**src/rtl/pic_pkg.sv**
```systemverilog
// Shared definitions for the PIC in-service controller: acknowledge FSM
// states, default channel count and the spurious vector index.
package pic_pkg;

    // Acknowledge sequence: IDLE waits for the first INTA pulse, ACK1 for the second.
    typedef enum logic [0:0] {
        IDLE = 1'b0,
        ACK1 = 1'b1
    } pic_state_t;

    localparam int PIC_N_IRQ_DEFAULT = 8;

    // A spurious acknowledge reports the last channel index.
    localparam int PIC_SPURIOUS_IDX_DEFAULT = PIC_N_IRQ_DEFAULT - 1;

    function automatic int pic_spurious_idx(input int n_irq);
        return n_irq - 1;
    endfunction

endpackage

```
**src/rtl/pic_prio_resolver.sv**
```systemverilog
// Combinational rotated priority encoder. The channel just above i_lowest
// has rank 0 (highest); ranks wrap modulo N_IRQ. Reports the highest-ranked
// set bit of i_vec, its channel index and its rank.
module pic_prio_resolver
    import pic_pkg::*;
#(
    parameter  int N_IRQ = PIC_N_IRQ_DEFAULT,
    localparam int IDX_W = $clog2(N_IRQ)
) (
    input  logic [N_IRQ-1:0] i_vec,
    input  logic [IDX_W-1:0] i_lowest,
    output logic             o_valid,
    output logic [IDX_W-1:0] o_idx,
    output logic [IDX_W-1:0] o_rank
);

    localparam int SUM_W = IDX_W + 1;

    // w_rank_ch[r] is the channel that currently holds rank r
    logic [IDX_W-1:0] w_rank_ch [N_IRQ];
    logic [N_IRQ-1:0] w_by_rank;

    genvar gi;
    generate
        for (gi = 0; gi < N_IRQ; gi++) begin : g_rank
            logic [SUM_W-1:0] w_sum;
            // lowest + 1 + r never exceeds 2*N_IRQ-1, so one conditional
            // subtraction is a full modulo, also for non-power-of-2 N_IRQ
            assign w_sum = {1'b0, i_lowest} + SUM_W'(gi + 1);
            assign w_rank_ch[gi] = (w_sum >= SUM_W'(N_IRQ)) ? IDX_W'(w_sum - SUM_W'(N_IRQ))
                                                            : IDX_W'(w_sum);
            assign w_by_rank[gi] = i_vec[w_rank_ch[gi]];
        end
    endgenerate

    // Pick the lowest rank number with a request; later iterations win
    always_comb begin
        o_valid = 1'b0;
        o_idx   = '0;
        o_rank  = '0;
        for (int r = N_IRQ - 1; r >= 0; r--) begin
            if (w_by_rank[r]) begin
                o_valid = 1'b1;
                o_idx   = w_rank_ch[r];
                o_rank  = IDX_W'(r);
            end
        end
    end

endmodule

```
**src/rtl/pic_isr_ctrl.sv**
```systemverilog
// PIC in-service controller: resolves the pending request under a rotating
// priority order, drives INT, runs the two-pulse INTA acknowledge, and
// retires in-service bits through specific, non-specific or automatic EOI.
module pic_isr_ctrl
    import pic_pkg::*;
#(
    parameter  int N_IRQ = PIC_N_IRQ_DEFAULT,
    localparam int IDX_W = $clog2(N_IRQ)
) (
    input  logic             clk,
    input  logic             reset,
    input  logic [N_IRQ-1:0] interrupt_request,
    input  logic [N_IRQ-1:0] interrupt_mask,
    input  logic             inta,
    input  logic             aeoi_mode,
    input  logic             rotate_aeoi,
    input  logic             eoi_ns,
    input  logic             eoi_sp,
    input  logic             eoi_rotate,
    input  logic             set_prio,
    input  logic [IDX_W-1:0] eoi_idx,
    output logic             int_req,
    output logic [N_IRQ-1:0] in_service_register,
    output logic [N_IRQ-1:0] irr_clear,
    output logic             vector_valid,
    output logic [IDX_W-1:0] vector_idx,
    output logic [IDX_W-1:0] lowest_prio
);

    localparam logic [IDX_W-1:0] SPUR_IDX     = IDX_W'(pic_spurious_idx(N_IRQ));
    localparam logic [IDX_W-1:0] RESET_LOWEST = IDX_W'(N_IRQ - 1);

    pic_state_t       r_state;
    pic_state_t       w_state_next;
    logic [N_IRQ-1:0] r_isr;
    logic [N_IRQ-1:0] r_irr_clear;
    logic [IDX_W-1:0] r_lowest;
    logic [IDX_W-1:0] r_ack_idx;
    logic [IDX_W-1:0] r_vector_idx;
    logic             r_ack_spurious;
    logic             r_int_req;
    logic             r_vector_valid;

    logic             w_cand_valid;
    logic [IDX_W-1:0] w_cand_idx;
    logic [IDX_W-1:0] w_cand_rank;
    logic             w_top_valid;
    logic [IDX_W-1:0] w_top_idx;
    logic [IDX_W-1:0] w_top_rank;

    logic             w_ack_first;
    logic             w_ack_second;
    logic [N_IRQ-1:0] w_sp_onehot;
    logic [N_IRQ-1:0] w_cand_onehot;
    logic [N_IRQ-1:0] w_top_onehot;
    logic [N_IRQ-1:0] w_ack_onehot;
    logic [N_IRQ-1:0] w_ack_set;
    logic [N_IRQ-1:0] w_cmd_clear;
    logic             w_cmd_rot;
    logic [IDX_W-1:0] w_cmd_rot_idx;
    logic             w_aeoi_fire;
    logic [N_IRQ-1:0] w_aeoi_clear;
    logic [N_IRQ-1:0] w_isr_next;
    logic [IDX_W-1:0] w_lowest_next;
    logic             w_int_req_next;

    // Highest-priority unmasked request
    pic_prio_resolver #(.N_IRQ(N_IRQ)) u_cand_resolver (
        .i_vec    (interrupt_request & ~interrupt_mask),
        .i_lowest (r_lowest),
        .o_valid  (w_cand_valid),
        .o_idx    (w_cand_idx),
        .o_rank   (w_cand_rank)
    );

    // Highest-priority channel currently in service
    pic_prio_resolver #(.N_IRQ(N_IRQ)) u_isr_resolver (
        .i_vec    (r_isr),
        .i_lowest (r_lowest),
        .o_valid  (w_top_valid),
        .o_idx    (w_top_idx),
        .o_rank   (w_top_rank)
    );

    // Index decoders; an out-of-range eoi_idx decodes to all zeros and is ignored
    genvar gi;
    generate
        for (gi = 0; gi < N_IRQ; gi++) begin : g_dec
            assign w_sp_onehot[gi]   = (eoi_idx == IDX_W'(gi));
            assign w_cand_onehot[gi] = w_cand_valid && (w_cand_idx == IDX_W'(gi));
            assign w_top_onehot[gi]  = w_top_valid && (w_top_idx == IDX_W'(gi));
            assign w_ack_onehot[gi]  = (r_ack_idx == IDX_W'(gi));
        end
    endgenerate

    // FSM state register
    always_ff @(posedge clk) begin
        if (reset) begin
            r_state <= IDLE;
        end else begin
            r_state <= w_state_next;
        end
    end

    // FSM next state: each INTA pulse advances the two-step acknowledge
    always_comb begin
        w_state_next = r_state;
        case (r_state)
            IDLE:    if (inta) w_state_next = ACK1;
            ACK1:    if (inta) w_state_next = IDLE;
            default: w_state_next = IDLE;
        endcase
    end

    // FSM outputs: which INTA pulse is being taken this cycle
    always_comb begin
        w_ack_first  = 1'b0;
        w_ack_second = 1'b0;
        case (r_state)
            IDLE:    w_ack_first  = inta;
            ACK1:    w_ack_second = inta;
            default: ;
        endcase
    end

    // EOI / priority command decode; only the highest-precedence strobe acts
    always_comb begin
        w_cmd_clear   = '0;
        w_cmd_rot     = 1'b0;
        w_cmd_rot_idx = r_lowest;
        if (eoi_sp) begin
            w_cmd_clear = w_sp_onehot & r_isr;
            if (eoi_rotate && (|(w_sp_onehot & r_isr))) begin
                w_cmd_rot     = 1'b1;
                w_cmd_rot_idx = eoi_idx;
            end
        end else if (eoi_ns) begin
            w_cmd_clear = w_top_onehot;
            if (eoi_rotate && w_top_valid) begin
                w_cmd_rot     = 1'b1;
                w_cmd_rot_idx = w_top_idx;
            end
        end else if (set_prio) begin
            if (|w_sp_onehot) begin
                w_cmd_rot     = 1'b1;
                w_cmd_rot_idx = eoi_idx;
            end
        end
    end

    // Next ISR, priority and INT: clears use pre-edge ISR, a same-edge set wins,
    // and command rotation takes precedence over automatic-EOI rotation
    always_comb begin
        w_ack_set      = w_ack_first ? w_cand_onehot : '0;
        w_aeoi_fire    = w_ack_second && aeoi_mode && !r_ack_spurious;
        w_aeoi_clear   = w_aeoi_fire ? w_ack_onehot : '0;
        w_isr_next     = (r_isr & ~(w_cmd_clear | w_aeoi_clear)) | w_ack_set;
        w_lowest_next  = r_lowest;
        if (w_cmd_rot) begin
            w_lowest_next = w_cmd_rot_idx;
        end else if (w_aeoi_fire && rotate_aeoi) begin
            w_lowest_next = r_ack_idx;
        end
        w_int_req_next = w_cand_valid && (!w_top_valid || (w_cand_rank < w_top_rank))
                         && (w_state_next == IDLE);
    end

    // Registered datapath and outputs
    always_ff @(posedge clk) begin
        if (reset) begin
            r_isr          <= '0;
            r_irr_clear    <= '0;
            r_lowest       <= RESET_LOWEST;
            r_ack_idx      <= '0;
            r_ack_spurious <= 1'b0;
            r_vector_idx   <= '0;
            r_vector_valid <= 1'b0;
            r_int_req      <= 1'b0;
        end else begin
            r_isr          <= w_isr_next;
            r_irr_clear    <= w_ack_set;
            r_lowest       <= w_lowest_next;
            r_int_req      <= w_int_req_next;
            r_vector_valid <= w_ack_second;
            if (w_ack_second) begin
                r_vector_idx <= r_ack_idx;
            end
            if (w_ack_first) begin
                r_ack_idx      <= w_cand_valid ? w_cand_idx : SPUR_IDX;
                r_ack_spurious <= !w_cand_valid;
            end
        end
    end

    assign int_req             = r_int_req;
    assign in_service_register = r_isr;
    assign irr_clear           = r_irr_clear;
    assign vector_valid        = r_vector_valid;
    assign vector_idx          = r_vector_idx;
    assign lowest_prio         = r_lowest;

endmodule

```
**config.mk**
```make
export PLATFORM = sky130hd
export DESIGN_NAME = pic_isr_ctrl
export DESIGN_NICKNAME = d
export VERILOG_FILES = /design/src/rtl/pic_pkg.sv /design/src/rtl/pic_prio_resolver.sv /design/src/rtl/pic_isr_ctrl.sv
export SDC_FILE = /design/constraint.sdc
export NUM_CORES = 1
export LEC_CHECK = 0
export CORE_MARGIN = 2
export CORE_UTILIZATION = 45
export CTS_BUF_LIST = sky130_fd_sc_hd__clkbuf_16
export DETAILED_ROUTE_END_ITERATION = 6
export GPL_TIMING_DRIVEN = 0
export PLACE_DENSITY = 0.67
export REMOVE_ABC_BUFFERS = 1
export SYNTH_ARGS = -nofsm -noshare
export SYNTH_HDL_FRONTEND = slang
export SYNTH_SLANG_ARGS = --single-unit
```
**constraint.sdc**
```tcl
create_clock -name clk -period 6.8 [get_ports clk]
set_input_delay 0.68 -clock clk [delete_from_list [all_inputs] [get_ports clk]]
set_output_delay 0.68 -clock clk [all_outputs]
set_load 0.02 [all_outputs]
```
* Yosys cells after proc, flatten, opt, wreduce, memory -nomap -nowiden
Index checks and enable logic that the tools add are counted.
Widths: inputs -> output; s select.
** Storage, ports and cells
- Bits in registers :: 29
- Bits in latches :: 0
- Memory bits (writable) :: 0
- ROM bits :: 0
- Bits of input ports :: 28
- Output and inout bits :: 24
- Word-level logic and storage cells :: 230
- Memories kept :: 0
** Cells by class
- $add $sub $neg :: 16
- $mul :: 0
- Divide/modulo/power cells :: 0
- $lt $le $gt $ge :: 17
- Equality and inequality tests :: 32
- Shifts and indexed selects :: 0
- Multiplexer cells :: 112
- Bitwise operators :: 9
- Reduce and logical (&&, ||, !) cells :: 35
** Operators with widths (count)
- $mux 3 :: 49
- $bmux 1 s3 :: 16
- $eq 3x3->1 const B :: 16
- $mux 1 :: 42
- $ge 4x4->1 const B :: 8
- $lt 3x4->1 const B :: 8
- $mux 8 :: 4
- $and 8x8->8 :: 3
- $eq 3x2->1 const B :: 8
- $sub 3x1->3 const B :: 8
- $logic_and 1x1->1 :: 23
- $add 3x3->4 const B :: 4
- $not 8->8 :: 2
- $or 8x8->8 :: 2
- $reduce_or 8->1 :: 2
- $eq 3x1->1 const B :: 4
- $logic_not 3->1 :: 4
- $add 3x2->4 const B :: 2
- $ne 4x3->1 const B :: 2
- $reduce_and 5->1 :: 1
- $add 3x1->4 const B :: 1
- $add 3x4->4 const B :: 1
- $ne 4x4->1 const B :: 1
- $logic_not 1->1 :: 3
- other kinds (6) :: 7

* Longest topological paths before layout
Gate-level depths: netlist of run 1.
- Word-level depth :: 21
- Mapped depth :: 16

* Modules after synthesis
A second synthesis of run 1 with hierarchy kept.
** Second synthesis, totals
- Cell total of the unflattened synthesis :: 423
- Area total of the unflattened synthesis :: 3721.1 um^2
** Modules (own cells, without submodules)
- pic_prio_resolver :: times used 2, cells each 123, area each 1101.1 um^2, seq. area each 0.0 um^2
- pic_isr_ctrl :: times used 1, cells each 177, area each 1519.0 um^2, seq. area each 580.6 um^2

* Least setup slack after synthesis of run 1
OpenSTA, ideal clock, no wires.
- Kind :: reg2reg
- Start :: register r_lowest[1] (netlist: lowest_prio[1])
- End :: register r_lowest[1] (netlist: lowest_prio[1])
- Setup time :: 127 ps
- Arrival time :: 3662 ps
- Required time :: 6673 ps
- Path slack :: 3011 ps
- Stages on the path, launching flop included :: 15
- Period minus slack after synthesis :: 3789 ps
- Path through :: dfxtp_1 buf_2 buf_6 inv_1 clkbuf_1 ha_1 buf_4 mux4_2 mux2_4 nor4_4 nand3_2 a311o_1 o21ai_2 a21oi_1 or3_1
** Between the ends
- Longest elaborated chain between the ends :: 19
** Ends and longest elaborated chain
- start, declared :: line pic_isr_ctrl.sv:37 : logic [IDX_W-1:0] r_lowest;
- start signal, assigned :: line pic_isr_ctrl.sv:182 : r_lowest <= w_lowest_next;
- $add 3x4->4 :: line pic_prio_resolver.sv:29 : assign w_sum = {1'b0, i_lowest} + SUM_W'(gi + 1);
- $ge 4x4->1 / $sub 3x1->3 (equally long branches) :: line pic_prio_resolver.sv:30 : assign w_rank_ch[gi] = (w_sum >= SUM_W'(N_IRQ)) ? IDX_W'(w_sum - SUM_W'(N_IRQ))
- $mux 3 :: line pic_prio_resolver.sv:30
- $bmux 1 s3 :: line pic_prio_resolver.sv:32 : assign w_by_rank[gi] = i_vec[w_rank_ch[gi]];
- $mux 1 (not written as such) :: line pic_prio_resolver.sv:32
- $mux 1 (8 in a row) :: line pic_prio_resolver.sv:42 : if (w_by_rank[r]) begin
- $logic_and 1x1->1 :: line pic_isr_ctrl.sv:139 : if (eoi_rotate && w_top_valid) begin
- $mux 1 :: line pic_isr_ctrl.sv:139
- $mux 1 :: line pic_isr_ctrl.sv:137 : end else if (eoi_ns) begin
- $mux 1 :: line pic_isr_ctrl.sv:131 : if (eoi_sp) begin
- $ne 4x3->1 (no line), or another cell as far along
- $reduce_and 5->1 (no line)
Several ways; a longest one is shown, not always the timed one. The select of a mux whose other input is x is not followed.
A chain may end at the register's enable or synchronous reset.

* Worst setup path after layout of run 1
Same ends and word-level chain as after synthesis.

==> flow_summary.ini, run 1 <==
[timing]
hold_viol_final = 0
relSlewSlack_pct = 10.3
period_share_pct = 85.2
finalSetupViolations = 0
rsz0062_at_grt = false
drv_slew = 0
period_needed_ns = 5.79
max_freq_mhz = 173
tns_ns = 0
worstMarginPinSlew_ns = 1.34
skew_ns = 0.00460

[finish]
final_layout_size_suffix_gt1_share_pct = 11.3
fillers = 639
final_nets = 466
stdcell_count = 531
area_growth_pct = 18.4
n_antenna_cell = 0

[drt]
post_drt_wl_per_cell_um = 18.0
drc = 0
first_pass_iters = 5
wirelength_um = 9550
dr_total_vias = 3457
vias_per_cell = 6.51
antenna_left = 0
drt_iter0_drc = 215

[cts]
clkTransAtPathRegs_ns = 0.05
cts_hold_buf = 0
cts-root-buf = clkbuf_16
cts_setup_buffers = 0
clk_latency_ns = 0.27
cts_tree = built
clockBufferDepth = 2
cts.sinks = 29
cts_htree_levels = 2
cts.repair.resized = 0
cts_buffers = 5

[worst_hold_path]
holdPathStages = 2
hold_path.class = reg -> reg
min_from = r_ack_spurious$_SDFFE_PP0P_
hold_end = r_ack_spurious$_SDFFE_PP0P_

[power]
leakage_nw = 1.45
powerDensity_nw_per_um2 = 378
vdd_drop_max_mv = 0.192

[run_status]
status = finished clean

[setup_path]
cp_slowest_cell = ha_1
cp_num_buf_inv = 1
critical_path_required_ns = 6.95
path_cells = inv_1 -> ha_1 -> mux4_2 -> mux2_2 -> nor4_4 -> nand3_2 -> a311o_1 -> o21ai_2 -> a21oi_1 -> or3_1
cp-end-kind = flop
startpoint_type = flop
critical_path.top_delay_family = adder cells
arrival_ns = 5.94
rr_worst_depth = 10
r2r-end = lowest_prio[1]$_SDFFE_PP1P_
crit_path_max_fanout = 34
path_class = reg -> reg
rr_startpoint = lowest_prio[1]$_SDFFE_PP1P_
critPathMaxStageDelay_ns = 1.25
reg2reg_setup_slack_ns = 1.01

[die]
start_util_pct = 46.9
die_y_um = 91.4
rows = 31
ios = 52
die_area_um2 = 8350
core_area_um2 = 7330
dieWidth_um = 91.4

[flow_run]
max_cap_viol_count = 0

[logic_synthesis]
netlist_area_um2 = 3430
synthDistinctLibCells = 70
synth_area_leaders = mux4_2, dfxtp_1, mux2i_1
synthFlopType = dfxtp_1
post-synth-top-count-cell = nor2_1
async_flop_share_pct = 0
synth-edff-count = 0
ys_seq_area_share_pct = 16.9
syn_avg_cell_area_um2 = 8.59
synth_cells = 400
synth_top_area_share_pct = 17.0
synth_common_cells = nor2_1, dfxtp_1, nand2_1, mux4_2
ys_warn_count = 0
ys_ff_latch = 29
yosysTopAreaCell = mux4_2

[global_routing]
grt_pass1_wl_um = 15700
grt_pass1_vias = 3127
grt_use_total_pct = 22.9
grt_max_degree = 36
overflow = 0
antenna_found_initial = 0

[place]
io_buffers = 51
place.gp.congestion = 0.881
dpl.hpwl_um = 7060
dp.cells = 524
==> worst max path at each step <==
stage                           startpoint                     endpoint  cells after the start
2_1_floorplan  lowest_prio[0]$_SDFFE_PP1P_  lowest_prio[1]$_SDFFE_PP1P_                     10
3_3_place_gp   lowest_prio[0]$_SDFFE_PP1P_  lowest_prio[1]$_SDFFE_PP1P_                     10
3_5_place_dp   lowest_prio[1]$_SDFFE_PP1P_  lowest_prio[1]$_SDFFE_PP1P_                     10
4_1_cts        lowest_prio[1]$_SDFFE_PP1P_  lowest_prio[1]$_SDFFE_PP1P_                     10
5_1_grt        lowest_prio[1]$_SDFFE_PP1P_  lowest_prio[1]$_SDFFE_PP1P_                     10
6_report       lowest_prio[1]$_SDFFE_PP1P_  lowest_prio[1]$_SDFFE_PP1P_                     10
==> routing by layer <==
| metal | GRT usage [%] | part of all wire [%] | routed length, um | vias up |
|---|---|---|---|---|
| li1 | - | - | - | 1632 |
| met1 | 32.7 | 47 | 4470 | 1668 |
| met2 | 36.7 | 46 | 4370 | 151 |
| met3 | 4.32 | 7.0 | 672 | 6 |
| met4 | 3.54 | 0.52 | 50 | 0 |
| met5 | 0 | 0 | 0 | - |
==> logic make-up (layout without fill, tap and decap cells) <==
family	count (synthesis)	in the layout	share of synthesized area (%)
AOI/OAI and AO/OA	108	108	21.9
adders and majority gates	6	6	2.19
DFF	29	29	16.9
xor gates and xnor gates	4	4	1.24
and+or+nand+nor	161	161	25.7
buffers and inverters	34	66	4.88
muxes	58	58	27.2
==> worst register-to-register path: stages (launching register included) <==
cell	delay, ns
dfxtp_1	1.21
inv_1	0.57
ha_1	1.25
mux4_2	0.69
mux2_2	0.39
nor4_4	0.30
nand3_2	0.20
a311o_1	0.51
o21ai_2	0.10
a21oi_1	0.07
or3_1	0.39
==> cells in the final DEF, fill, tap and decap left out, types with 4 or more instances in the layout <==
cell	instances
nand2b_1	16
o22ai_1	10
nand2_1	29
dfxtp_1	28
clkbuf_16	5
o211ai_1	7
mux2_2	7
nor2_1	37
and2_1	4
a221oi_1	4
mux2i_1	23
nor2b_1	17
clkdlybuf4s50_1	51
o21ai_0	14
o2111ai_1	5
a22oi_1	4
nand3_1	12
nand4_1	10
and3b_1	4
inv_1	8
a31oi_1	4
nor3b_1	6
ha_1	6
a311oi_1	4
a21oi_1	23
mux4_2	26
a211oi_1	9
nor3_1	8
==> stage by stage <==
step	hold slack, ns	setup slack [ns]	instance area [um2]	power, mW	util [%]
3_3_place_gp	0.467	0.679	3930	1.31	53.6
4_1_cts	0.492	1.12	4070	1.52	55.5
5_1_grt	0.552	0.655	4070	1.65	55.5
3_5_place_dp	0.481	1.12	3930	1.32	53.6
6_report	0.490	1.01	4070	1.54	55.5
2_1_floorplan	0.452	1.67	3300	1.04	-
==> cell type report <==
| cell class | count | area, um2 | area share, % |
|---|---|---|---|
| Multi-Input combinational cell | 337 | 2690 | 66.1 |
| Tap cell | 99 | 124 | 3.05 |
| Clock inverter | 2 | 7.51 | 0.185 |
| Timing Repair Buffer | 51 | 510 | 12.6 |
| Clock buffer | 5 | 125 | 3.08 |
| Sequential cell | 29 | 582 | 14.3 |
| Inverter | 8 | 30.0 | 0.739 |
==> where the power goes <==
part           total (mW)  leakage [nW]  internal (mW)  switching, mW
sequential          0.297         0.236          0.203         0.0936
clock               0.196        0.0685          0.130         0.0663
combinational        1.04          1.14          0.451          0.591
total                1.54          1.45          0.784          0.751
==> registers in the layout, indices dropped and copies added (netlist names) <==
register / flops
in_service_register: 8
irr_clear: 8
lowest_prio: 3
r_ack_idx: 3
vector_idx: 3
int_req: 1
r_ack_spurious: 1
r_state: 1
vector_valid: 1
No activity file was read; power rests on OpenSTA's default activity.
==> run 2: changes to the inputs <==
Settings changed: CAP_MARGIN from default to 20, CELL_PAD_IN_SITES_DETAIL_PLACEMENT from default to 1, CELL_PAD_IN_SITES_GLOBAL_PLACEMENT from default to 2, CORE_UTILIZATION 45 to 37, PLACE_DENSITY 0.67 to 0.86, SYNTH_HIERARCHICAL from default to 1.
==> run 2 against run 1 <==
Clock power increased by 5%. Worst setup slack improved by 0.93 ns. Register-to-register slack improved by 0.93 ns. Wire length increased by 26%. Largest power group unchanged. Critical path depth increased by 2. Via count increased by 7.3%. Global-route usage decreased by 0.58 points. Combinational power increased by 50%.
==> flow_summary.ini, run 2 <==
[logic_synthesis]
synth_cells = 423
synth_area_leaders = dfxtp_1, mux4_1, mux2i_1
ys_warn_count = 6
post-synth-top-count-cell = nand2_1
synth_top_area_share_pct = 15.6
synth_common_cells = nand2_1, mux2i_1, nor2_1, dfxtp_1, nor2b_1
syn_avg_cell_area_um2 = 8.80
synth-edff-count = 0
async_flop_share_pct = 0
synthFlopType = dfxtp_1
synthDistinctLibCells = 63
ys_seq_area_share_pct = 15.6
yosysTopAreaCell = dfxtp_1
ys_ff_latch = 29
netlist_area_um2 = 3720

[cts]
cts.repair.resized = 0
clkTransAtPathRegs_ns = 0.05
cts.sinks = 29
cts_setup_buffers = 0
cts_tree = built
cts_htree_levels = 2
cts_buffers = 5
clk_latency_ns = 0.27
cts_hold_buf = 0
cts-root-buf = clkbuf_16
clockBufferDepth = 2

[finish]
final_layout_size_suffix_gt1_share_pct = 11.5
final_area_um2 = 4430
layout_commonest_cell = clkdlybuf4s50_1
n_antenna_cell = 0
final_cell_mix = clkdlybuf4s50_1, nand2_1, nor2_1, mux2i_1, dfxtp_1
final_nets = 494
area_growth_pct = 19.0

[die]
start_util_pct = 38.1
die_area_um2 = 10900
ios = 52
die_y_um = 104
dieWidth_um = 104
rows = 36
core_area_um2 = 9770

[run_status]
status = finished clean

[timing]
relSlewSlack_pct = 37.7
worstMarginPinSlew_ns = 0.927
period_needed_ns = 4.86
period_share_pct = 71.5
hold_viol_final = 0
skew_ns = 0.00280
finalSetupViolations = 0
drv_slew = 0
tns_ns = 0
fin_hold_ws_ns = 0.497
max_freq_mhz = 206
rsz0062_at_grt = false

[drt]
first_pass_iters = 4
vias_per_cell = 6.27
post_drt_wl_per_cell_um = 20.4
drt_iter0_drc = 194
drc = 0
antenna_left = 0
wirelength_um = 12100
dr_total_vias = 3711

[place]
io_buffers = 51
place.gp.congestion = 0.832
place_area_um2 = 4290
dpl.hpwl_um = 8810

[global_routing]
grt_pass1_wl_um = 20200
grt_max_degree = 39
overflow = 0
antenna_found_initial = 0
grt_use_total_pct = 22.3
grt_pass1_vias = 3695

[setup_path]
cp_slowest_cell = dfxtp_2
critical_path.top_delay_family = compound AO/OA/AOI/OAI gates
arrival_ns = 5.02
crit_path_max_fanout = 29
cp-end-kind = flop
rr_worst_depth = 12
r2r-end = in_service_register[6]$_SDFF_PP0_
cp.depth = 12
critPathLaunch = lowest_prio[0]$_SDFFE_PP1P_
startpoint_type = flop
path_cells = buf_12 -> inv_1 -> ha_1 -> mux4_2 -> nor2b_1 -> a311oi_1 -> nor4_1 -> o31ai_1 -> nand2_1 -> or3_1 -> o2111ai_1 -> o22ai_1
critical_path_required_ns = 6.95
rr_startpoint = lowest_prio[0]$_SDFFE_PP1P_
reg2reg_setup_slack_ns = 1.94
crit_end = in_service_register[6]$_SDFF_PP0_
cp_num_buf_inv = 2
path_class = reg -> reg
critPathMaxStageDelay_ns = 0.83

[power]
power.total_mw = 2.12
powerDensity_nw_per_um2 = 479
leakage_nw = 1.77
vdd_drop_max_mv = 0.242

[worst_hold_path]
hold_path.class = reg -> reg
holdPathStages = 2

[flow_run]
max_cap_viol_count = 0
## run 2: cell types whose count changed after synthesis, sizes merged, moves of 5 or more
cell,previous run,this run
o221a,0,5
a21oi,24,10
nand4,10,3
a211oi,10,5
mux2,8,20
nor2b,17,22
inv,7,21
nand2,29,39
nand3,13,4
nor3,8,16
nor3b,6,1
mux2i,23,32
## run 2: how the worst min path moves through the flow
| stage | end | start |
|---|---|---|
| final | vector_idx[2]$_SDFFE_PP0P_ | vector_idx[2]$_SDFFE_PP0P_ |
| after global routing | vector_idx[1]$_SDFFE_PP0P_ | vector_idx[1]$_SDFFE_PP0P_ |
| after CTS | vector_idx[2]$_SDFFE_PP0P_ | vector_idx[2]$_SDFFE_PP0P_ |
| after detailed placement | vector_idx[2]$_SDFFE_PP0P_ | vector_idx[2]$_SDFFE_PP0P_ |
| after global placement | vector_idx[1]$_SDFFE_PP0P_ | vector_idx[1]$_SDFFE_PP0P_ |
| after floorplan | r_ack_spurious$_SDFFE_PP0P_ | r_ack_spurious$_SDFFE_PP0P_ |
## run 2: layout make-up
class / count / area, um2
multi-input cells: 348 / 2900
fillers: 1175 / 5350
inverters: 21 / 78.8
flip-flops and latches: 29 / 583
repair buffers: 53 / 558
clock inverters: 3 / 13.8
well taps: 133 / 166
clock buffers: 5 / 125
## run 2: tightest hold or removal path, stage by stage (launching register included)
cell and delay [ns]:
dfxtp_1 0.32, mux2i_1 0.07, nor2_1 0.07
## run 2: per-layer routing
metal,wire length (um),GRT usage [%]
met1,5680,32.2
met2,5780,36.6
met5,0,0
met4,136,3.96
met3,471,1.88
## run 2: report_power, final
part | switching, mW | internal (mW) | total, mW
clock network | 0.0732 | 0.132 | 0.206
registers | 0.138 | 0.216 | 0.354
logic | 0.883 | 0.677 | 1.56
total | 1.09 | 1.03 | 2.12
## run 2: logic make-up after synthesis
family	share of synthesized area, %
buf+inv	6.39
xor+xnor	1.41
mux	30.9
compound gates	22.9
flops	15.6
fa+ha+maj	2.69
simple gates	20.1
## run 2: stage by stage
| stage | util, % | setup slack [ns] | instances |
|---|---|---|---|
| 5_1_grt | 45.3 | 1.56 | 592 |
| 4_1_cts | 45.3 | 1.93 | 592 |
| 3_5_place_dp | 43.9 | 1.95 | 584 |
| 6_report | 45.3 | 1.94 | 592 |
| 3_3_place_gp | 43.4 | 0.914 | 582 |
| 2_1_floorplan | - | 1.91 | 398 |
